<file path="config.mk">
export PLATFORM = sky130hd
export DESIGN_NAME = imem_boot_ctrl
export DESIGN_NICKNAME = d
export VERILOG_FILES = /design/src/rtl/imem_boot_pkg.sv /design/src/rtl/imem_boot_ctrl.sv
export SDC_FILE = /design/constraint.sdc
export NUM_CORES = 1
export LEC_CHECK = 0
export CAP_MARGIN = 20
export CELL_PAD_IN_SITES_DETAIL_PLACEMENT = 1
export CELL_PAD_IN_SITES_GLOBAL_PLACEMENT = 1
export CORE_UTILIZATION = 22
export CTS_BUF_LIST = sky130_fd_sc_hd__clkbuf_4 sky130_fd_sc_hd__clkbuf_8 sky130_fd_sc_hd__clkbuf_16
export CTS_CLUSTER_DIAMETER = 30
export CTS_CLUSTER_SIZE = 28
export DETAILED_ROUTE_END_ITERATION = 6
export PLACE_DENSITY = 0.87
export SYNTH_ARGS = -nofsm -noshare
export SYNTH_HDL_FRONTEND = slang
export SYNTH_SLANG_ARGS = --single-unit
</file>
<file path="constraint.sdc">
create_clock -name SYS_clk -period 1.9 [get_ports SYS_clk]
set_input_delay 0.285 -clock SYS_clk [delete_from_list [all_inputs] [get_ports SYS_clk]]
set_output_delay 0.285 -clock SYS_clk [all_outputs]
set_load 0.05 [all_outputs]
</file>
<file path="src/rtl/imem_boot_pkg.sv">
`default_nettype none
// ============================================================================
// Module   : imem_boot_pkg
// Purpose  : Shared types and constants for the instruction-memory boot
//            controller (state encoding, NOP instruction, default depth).
// Revision : 1.0 - initial release
// ============================================================================
package imem_boot_pkg;

  // Boot/run phase of the instruction memory
  typedef enum logic [1:0] {
    CLEAR = 2'd0,
    LOAD  = 2'd1,
    RUN   = 2'd2
  } boot_state_t;

  // RISC-V canonical NOP (addi x0, x0, 0)
  localparam logic [31:0] NOP_INSTR     = 32'h0000_0013;
  localparam int          DEFAULT_DEPTH = 1024;

endpackage : imem_boot_pkg
`default_nettype wire

</file>
<file path="src/rtl/imem_boot_ctrl.sv">
`default_nettype none
// ============================================================================
// Module   : imem_boot_ctrl
// Purpose  : Sequences a single-port instruction memory: zero-clear after
//            reset, load a program from a valid/ready word stream, then hand
//            the read port to the core fetch stage.
// Revision : 1.0 - initial release
// ============================================================================
module imem_boot_ctrl
  import imem_boot_pkg::*;
#(
  parameter int DEPTH  = DEFAULT_DEPTH,
  parameter int ADDR_W = 10
) (
  input  logic              SYS_clk,
  input  logic              SYS_reset,
  input  logic              load_start,
  input  logic              ld_valid,
  input  logic [31:0]       ld_data,
  input  logic              ld_last,
  output logic              ld_ready,
  input  logic [31:0]       core_pc,
  output logic [31:0]       instruction,
  output logic              core_stall,
  output logic              mem_we,
  output logic [ADDR_W-1:0] mem_addr,
  output logic [31:0]       mem_wdata,
  input  logic [31:0]       mem_rdata,
  output logic              load_done,
  output logic [ADDR_W:0]   load_count,
  output logic              err_overflow,
  output logic              err_misalign
);

  localparam logic [ADDR_W-1:0] LAST_ADDR = ADDR_W'(DEPTH - 1);
  localparam logic [ADDR_W:0]   LAST_PTR  = (ADDR_W + 1)'(DEPTH - 1);
  localparam logic [ADDR_W:0]   FULL_CNT  = (ADDR_W + 1)'(DEPTH);

  boot_state_t       state;
  boot_state_t       next_state;
  logic [ADDR_W-1:0] clr_ptr;
  logic [ADDR_W:0]   wr_ptr;
  logic              xfer;

  // Upper PC bits beyond the memory are dropped (address wraps by truncation)
  logic unused_pc_bits;
  assign unused_pc_bits = ^core_pc[31:ADDR_W+2];

  // A loader beat is accepted only when the controller advertises ready
  assign xfer = ld_valid && ld_ready;

  // State register, clear/write pointers and load status bookkeeping
  always_ff @(posedge SYS_clk) begin
    if (!SYS_reset) begin
      state        <= CLEAR;
      clr_ptr      <= '0;
      wr_ptr       <= '0;
      load_count   <= '0;
      err_overflow <= 1'b0;
      load_done    <= 1'b0;
    end else begin
      state <= next_state;
      case (state)
        CLEAR: begin
          clr_ptr <= (clr_ptr == LAST_ADDR) ? '0 : clr_ptr + 1'b1;
        end
        LOAD: begin
          if (xfer) begin
            wr_ptr <= wr_ptr + 1'b1;
            if (ld_last) begin
              load_count <= wr_ptr + 1'b1;
              load_done  <= 1'b1;
            end else if (wr_ptr == LAST_PTR) begin
              err_overflow <= 1'b1;
              load_count   <= FULL_CNT;
              load_done    <= 1'b1;
            end
          end
        end
        RUN: begin
          if (load_start) begin
            clr_ptr      <= '0;
            wr_ptr       <= '0;
            load_count   <= '0;
            load_done    <= 1'b0;
            err_overflow <= 1'b0;
          end
        end
        default: ;
      endcase
    end
  end

  // Next-state logic and memory/core port muxing keyed on the phase
  always_comb begin
    next_state   = state;
    mem_we       = 1'b0;
    mem_addr     = '0;
    mem_wdata    = '0;
    ld_ready     = 1'b0;
    core_stall   = 1'b1;
    instruction  = NOP_INSTR;
    err_misalign = 1'b0;
    // While reset is held every output stays at its idle value
    if (SYS_reset) begin
      case (state)
        CLEAR: begin
          mem_we   = 1'b1;
          mem_addr = clr_ptr;
          if (clr_ptr == LAST_ADDR) next_state = LOAD;
        end
        LOAD: begin
          ld_ready = 1'b1;
          if (ld_valid) begin
            mem_we    = 1'b1;
            mem_addr  = wr_ptr[ADDR_W-1:0];
            mem_wdata = ld_data;
            if (ld_last || (wr_ptr == LAST_PTR)) next_state = RUN;
          end
        end
        RUN: begin
          mem_addr     = core_pc[ADDR_W+1:2];
          instruction  = mem_rdata;
          core_stall   = 1'b0;
          err_misalign = |core_pc[1:0];
          if (load_start) next_state = CLEAR;
        end
        default: next_state = CLEAR;
      endcase
    end
  end

endmodule : imem_boot_ctrl
`default_nettype wire

</file>
==> impl_metrics.yaml, run 1 <==
run_status:
  status: "finished, final reports clean"
power_and_ir_drop:
  seqPwrFrac_pct: 39.7
  p_sw_mw: 0.443
  p_leak_nw: 2.29
  comb_power_share_pct: 15.9
  max-vdd-ir-drop_uv: 389
  total_power_mw: 1.94
  p_int_mw: 1.49
  swShare_pct: 22.9
  p_clk_share_pct: 44.4
  power.density_nw_per_um2: 340
synth:
  syn_area_um2: 2570
  yosysWarnings: 0
  async_flop_share_pct: 0
  syn-num-nets: 462
  netlist_instances: 359
  synth_top_area_share_pct: 28.0
  synthDistinctLibCells: 45
  synth_flop_cell: "dfxtp_1"
  synth.most_common_cell: "dfxtp_1"
  synth_area_leaders: "dfxtp_1 28%, and2_1 8.5%, and3_1 7.8%, a21oi_1 6.0%, nand2b_1 4.1%"
  synth-edff-count: 0
  synth_area_leader_cell: "dfxtp_1"
  ys_ff_latch: 36
  synth_area_per_cell_um2: 7.17
  synth_top_cells_by_count: "36 x dfxtp_1, 35 x and2_1, 32 x and3_1, 31 x a21oi_1"
  seq_area_frac_synth_pct: 28.0
placed_design:
  place_ws_ns: -0.120
  dp.cells: 679
  place_congestion: 0.841
  place_hpwl_um: 9510
  numPortBuffers: 171
  placed_area_um2: 5420
grt:
  gr-usage-met1_pct: 22.5
  grt-ovfl-total: 0
  grt_pass1_wl_um: 19300
  grt-busiest-layer: "met2"
  grtUsageTotal_pct: 20.9
  grt_util_met3_pct: 4.70
  grt_use_met2_pct: 38.8
  grt_pass1_vias: 3697
  grt_max_degree: 31
  grt_antenna_before_repair: 0
finish:
  multi_input_area_um2: 1800
  final_area_um2: 5690
  final_cells: 689
  drive_above_1_share_pct: 31.7
  antenna_cells: 0
  nets: 648
  fillers: 1287
  final_util_pct: 49.9
  area_growth_pct: 121
  ff_latch_area_um2: 723
worst_setup_path:
  crit_cells: 4
  reg2reg_setup_slack_ns: 0.10
  cpPeakStageDelay_ns: 0.35
  worstPathArrival_ns: 1.61
  cp-end-kind: "primary output"
  rr_startpoint: "wr_ptr[1]"
  crit_buf_inv: 2
  path_delay_family: "simple AND/OR/NAND/NOR gates"
  rr_worst_depth: 6
  start_kind: "flop"
  crit_chain: "and4b_2 > bufbuf_16 > and2_1 > buf_12"
  path_class: "reg -> out"
  worst_r2r_endpoint: "load_count[5]"
  crit_slowest_cell: "dfxtp_2"
  worstPathRequired_ns: 1.62
  cp-endpoint: "mem_wdata[7]"
  worstPathMaxFanout: 18
  critPathLaunch: "state[1]"
clock_tree:
  cts_num_sinks: 36
  numCtsBuffers: 5
  path_clk_slew_ns: 0.06
  clk_latency_ns: 0.28
  h-tree-depth: 2
  holdBufCountCts: 0
  clk_path_buf_depth: 2
  cts_root_buf: "clkbuf_16"
  cts_tree: "built"
floorplanning:
  coreArea_um2: 11400
  die_x_um: 110
  num_io_pins: 192
  rows: 39
  die_y_um: 110
  die_area_um2: 12100
  initial_core_util_pct: 22.5
drt:
  wl_per_cell_um: 18.1
  drt_iter0_markers: 129
  dr.pass1.iters: 4
  vias: 3487
  drt-total-wl_um: 12500
  drtAntennaViolNets: 0
  viasPerCell: 5.06
  remaining_drc_errors: 0
sta:
  rsz0062_at_grt: "yes"
  holdWs_ns: 0.466
  maxSlewViolCount: 0
  period_share_pct: 100
  setup_viol: 0
  fin_ws_ns: 0.000149
  period_minus_slack_ns: 1.90
  hold_viol: 0
  skew_ns: 0.00578
  relSlewSlack_pct: 67.1
  fin_setup_tns_ns: 0
  fmax_ghz: 0.526
  worst_pin_slew_ns: 0.492
worst_hold_path:
  hold_class: "reg -> reg"
job:
  cap_viol_max_count: 0
[metal layers]
layer  vias to the layer above  share of wire, %
li1                       1650                 -
met1                      1668                37
met2                       140                55
met3                        29               5.7
met4                         0               3.1
met5                         -                 0
[worst min-delay path by stage]
stage	from	to	slack (ns)	depth (start not counted)
after floorplan	load_start	state[1]	0.40	1
after global placement	load_done	load_done	0.46	2
after detailed placement	load_count[2]	load_count[2]	0.46	2
after CTS	load_count[2]	load_count[2]	0.47	2
after global routing	load_count[9]	load_count[9]	0.48	2
final	load_count[6]	load_count[6]	0.47	2
[power groups by stage]
stage / registers [mW] / logic (mW) / clock network, mW
6_report: 0.769 / 0.308 / 0.860
5_1_grt: 0.770 / 0.326 / 0.902
4_1_cts: 0.769 / 0.306 / 0.871
3_5_place_dp: 0.786 / 0.304 / 0
3_3_place_gp: 0.785 / 0.292 / 0
2_1_floorplan: 0.783 / 0.0768 / 0
[area by class of cell]
type                    instances  share of cell area (%)
repair buffers                206                    49.2
multi-input cells             288                    31.7
flip-flops and latches         36                    12.7
well taps                     143                    3.14
clock buffers                   7                    2.57
inverters                       8                   0.527
clock inverters                 1                   0.132
[worst register-to-register path: stages (launching register included)]
cell and delay [ns]:
dfxtp_1 0.34, ha_1 0.22, nand2_2 0.13, nor4_2 0.07, buf_4 0.15, or4b_2 0.63, a31oi_1 0.18
[cells in the final DEF (no fill, tap or decap), drive strengths merged, types with 17 or more instances in the layout]
cell type	n
o21ai	19
dfxtp	36
nand2b	17
and3	32
and2	35
clkdlybuf4s50	85
a21oi	33
nand2	28
nor2	28
buf	118
nand3	19
[registers in the layout (all words and copies together) (netlist names)]
signal        flops
load_done         1
wr_ptr           11
err_overflow      1
load_count       11
state             2
clr_ptr          10
[what timing repair did]
item	4_1_cts	5_1_grt
endpoints found under the setup margin	73	36
pin swaps	1	1
cloned	1	0
resized for setup	12	19
buffers inserted	1	0
[cells by family (layout without fill, tap and decap cells)]
logic type | count (synthesis) | count (layout) | synth area share, %
xor+xnor | 6 | 6 | 2.04
flops | 36 | 36 | 28.0
fa+ha+maj | 2 | 2 | 0.973
compound gates | 90 | 90 | 21.5
buf+inv | 35 | 222 | 5.64
simple gates | 190 | 190 | 41.8
Power figures use the tool's default switching activity.
==> run 2, diff against run 1 <==
--- a/config.mk
+++ b/config.mk
@@ -10,7 +10,7 @@
 export CELL_PAD_IN_SITES_GLOBAL_PLACEMENT = 1
 export CORE_UTILIZATION = 22
 export CTS_BUF_LIST = sky130_fd_sc_hd__clkbuf_4 sky130_fd_sc_hd__clkbuf_8 sky130_fd_sc_hd__clkbuf_16
-export CTS_CLUSTER_DIAMETER = 30
+export CTS_CLUSTER_DIAMETER = 120
 export CTS_CLUSTER_SIZE = 28
 export DETAILED_ROUTE_END_ITERATION = 6
 export PLACE_DENSITY = 0.87
==> results of run 2 <==
Final layout, timing and power as in run 1 (identical DEF).
==> run 3, diff against run 2 <==
--- a/config.mk
+++ b/config.mk
@@ -5,15 +5,15 @@
 export SDC_FILE = /design/constraint.sdc
 export NUM_CORES = 1
 export LEC_CHECK = 0
-export CAP_MARGIN = 20
 export CELL_PAD_IN_SITES_DETAIL_PLACEMENT = 1
 export CELL_PAD_IN_SITES_GLOBAL_PLACEMENT = 1
-export CORE_UTILIZATION = 22
+export CORE_UTILIZATION = 20
 export CTS_BUF_LIST = sky130_fd_sc_hd__clkbuf_4 sky130_fd_sc_hd__clkbuf_8 sky130_fd_sc_hd__clkbuf_16
 export CTS_CLUSTER_DIAMETER = 120
 export CTS_CLUSTER_SIZE = 28
 export DETAILED_ROUTE_END_ITERATION = 6
-export PLACE_DENSITY = 0.87
+export GPL_TIMING_DRIVEN = 0
+export PLACE_DENSITY = 0.84
 export SYNTH_ARGS = -nofsm -noshare
 export SYNTH_HDL_FRONTEND = slang
 export SYNTH_SLANG_ARGS = --single-unit
==> constraint.sdc (replaced) <==
create_clock -name SYS_clk -period 1.63 [get_ports SYS_clk]
set_input_delay 0.2445 -clock SYS_clk [delete_from_list [all_inputs] [get_ports SYS_clk]]
set_output_delay 0.2445 -clock SYS_clk [all_outputs]
set_load 0.05 [all_outputs]
==> impl_metrics.yaml, run 3 (synthesis results as in run 1) <==
sta:
  fmax_ghz: 0.551
  hold_viol: 0
  period_share_pct: 111
  relSlewSlack_pct: 59.4
  fin_setup_tns_ns: -8.55
  fin_ws_ns: -0.186
  worst_pin_slew_ns: 0.609
  holdWs_ns: 0.461
  period_minus_slack_ns: 1.82
  rsz0062_at_grt: "yes"
  maxSlewViolCount: 0
  setup_viol: 78
  skew_ns: 0.00596
clock_tree:
  numCtsBuffers: 5
  path_clk_slew_ns: 0.06
  cts_num_sinks: 36
  h-tree-depth: 2
  holdBufCountCts: 0
  cts_root_buf: "clkbuf_16"
  cts_tree: "built"
  clk_path_buf_depth: 2
  clk_latency_ns: 0.29
grt:
  grt_pass1_vias: 3895
  grt_pass1_wl_um: 20400
  grtUsageTotal_pct: 19.8
  grt_max_degree: 12
  grt-ovfl-total: 0
  grt_antenna_before_repair: 0
drt:
  vias: 3746
  wl_per_cell_um: 20.7
  viasPerCell: 5.03
  drt-total-wl_um: 15400
  drt_iter0_markers: 187
  remaining_drc_errors: 0
  drtAntennaViolNets: 0
  dr.pass1.iters: 4
finish:
  fillers: 1373
  multi_input_area_um2: 2370
  reg_top3: "load_count (11), wr_ptr (11), clr_ptr (10)"
  ff_latch_area_um2: 758
  final_common_cell: "clkdlybuf4s50_1"
  final_cells: 745
  area_growth_pct: 141
  layout_common_cells: "77 x clkdlybuf4s50_1, 65 x buf_8, 28 x and3_4, 28 x buf_6, 27 x nand2_1"
  drive_above_1_share_pct: 53.2
  nets: 675
  final_util_pct: 49.4
  antenna_cells: 0
floorplanning:
  rows: 41
  initial_core_util_pct: 20.5
  die_x_um: 115
  coreArea_um2: 12600
  num_io_pins: 192
  die_area_um2: 13300
  die_y_um: 115
job:
  cap_viol_max_count: 0
power_and_ir_drop:
  total_power_mw: 2.44
  power.density_nw_per_um2: 393
  p_leak_nw: 2.47
  max-vdd-ir-drop_uv: 328
run_status:
  violations: "negative setup slack"
  status: "complete, but fails checks"
worst_setup_path:
  start_kind: "flop"
  worstPathArrival_ns: 1.57
  reg2reg_setup_slack_ns: -0.05
  rr_worst_depth: 4
  path_class: "reg -> out"
  worst_r2r_endpoint: "clr_ptr[1]"
  cp-end-kind: "primary output"
  worstPathRequired_ns: 1.39
  worstPathMaxFanout: 7
  rr_startpoint: "clr_ptr[2]"
placed_design:
  numPortBuffers: 170
  dp.cells: 701
  place_congestion: 0.826
  place_hpwl_um: 9260
worst_hold_path:
  min_from: "SYS_reset"
  worstHoldPathCells: 4
  min_to: "state[0]"
  hold_class: "in -> reg"
==> run 3: repair_timing <==
| item | 4_1_cts | 5_1_grt |
|---|---|---|
| gates resized for setup | 721 | 110 |
| gates cloned | 6 | 0 |
| buffers inserted | 14 | 17 |
| pin swaps | 44 | 25 |
| setup endpoints to repair | 123 | 104 |
==> run 3: layer usage <==
| metal | routed length [um] | track usage [%] | up-vias |
|---|---|---|---|
| met3 | 862 | 3.92 | 46 |
| met4 | 531 | 6.41 | 0 |
| met2 | 8480 | 37.4 | 153 |
| li1 | - | - | 1709 |
| met5 | 0 | 0 | - |
| met1 | 5570 | 22.1 | 1838 |
==> run 3: cell type report <==
class	count	area share (%)
Multi-Input combinational cell	288	38.1
Clock inverter	2	0.564
Sequential cell	36	12.2
Inverter	8	0.584
Timing Repair Buffer	206	38.0
Buffer	27	4.88
Tap cell	172	3.47
Clock buffer	6	2.14
==> run 3: critical path, stage by stage (launching register included) <==
cell and delay (ns):
dfxtp_4 0.38, buf_6 0.14, clkbuf_8 0.15, nand3_1 0.09, a21oi_2 0.20, a21oi_2 0.07, nor2_4 0.08, buf_6 0.16
==> run 3: stage by stage <==
| stage | cell area (um2) | setup WS, ns |
|---|---|---|
| 2_1_floorplan | 2700 | -0.102 |
| 3_3_place_gp | 4620 | -1.43 |
| 3_5_place_dp | 4620 | -1.50 |
| 4_1_cts | 5620 | -0.156 |
| 5_1_grt | 6210 | -0.250 |
| 6_report | 6210 | -0.186 |
==> run 3: power by group <==
part | internal (mW) | total, mW | leakage, nW | switching, mW
registers | 0.875 | 0.892 | 0.300 | 0.0167
logic | 0.239 | 0.406 | 2.08 | 0.167
clock network | 0.737 | 1.14 | 0.0843 | 0.407
total | 1.85 | 2.44 | 2.47 | 0.591
==> run 3: worst max path at each step <==
stage | from | to | slack [ns] | cells after the start
finish | state[0] | mem_addr[9] | -0.19 | 7
detailed placement | SYS_reset | ld_ready | -1.50 | 6
floorplan | state[1] | mem_addr[6] | -0.10 | 5
global placement | SYS_reset | ld_ready | -1.43 | 6
CTS | state[0] | mem_wdata[22] | -0.16 | 6
global route | state[1] | mem_addr[9] | -0.25 | 6
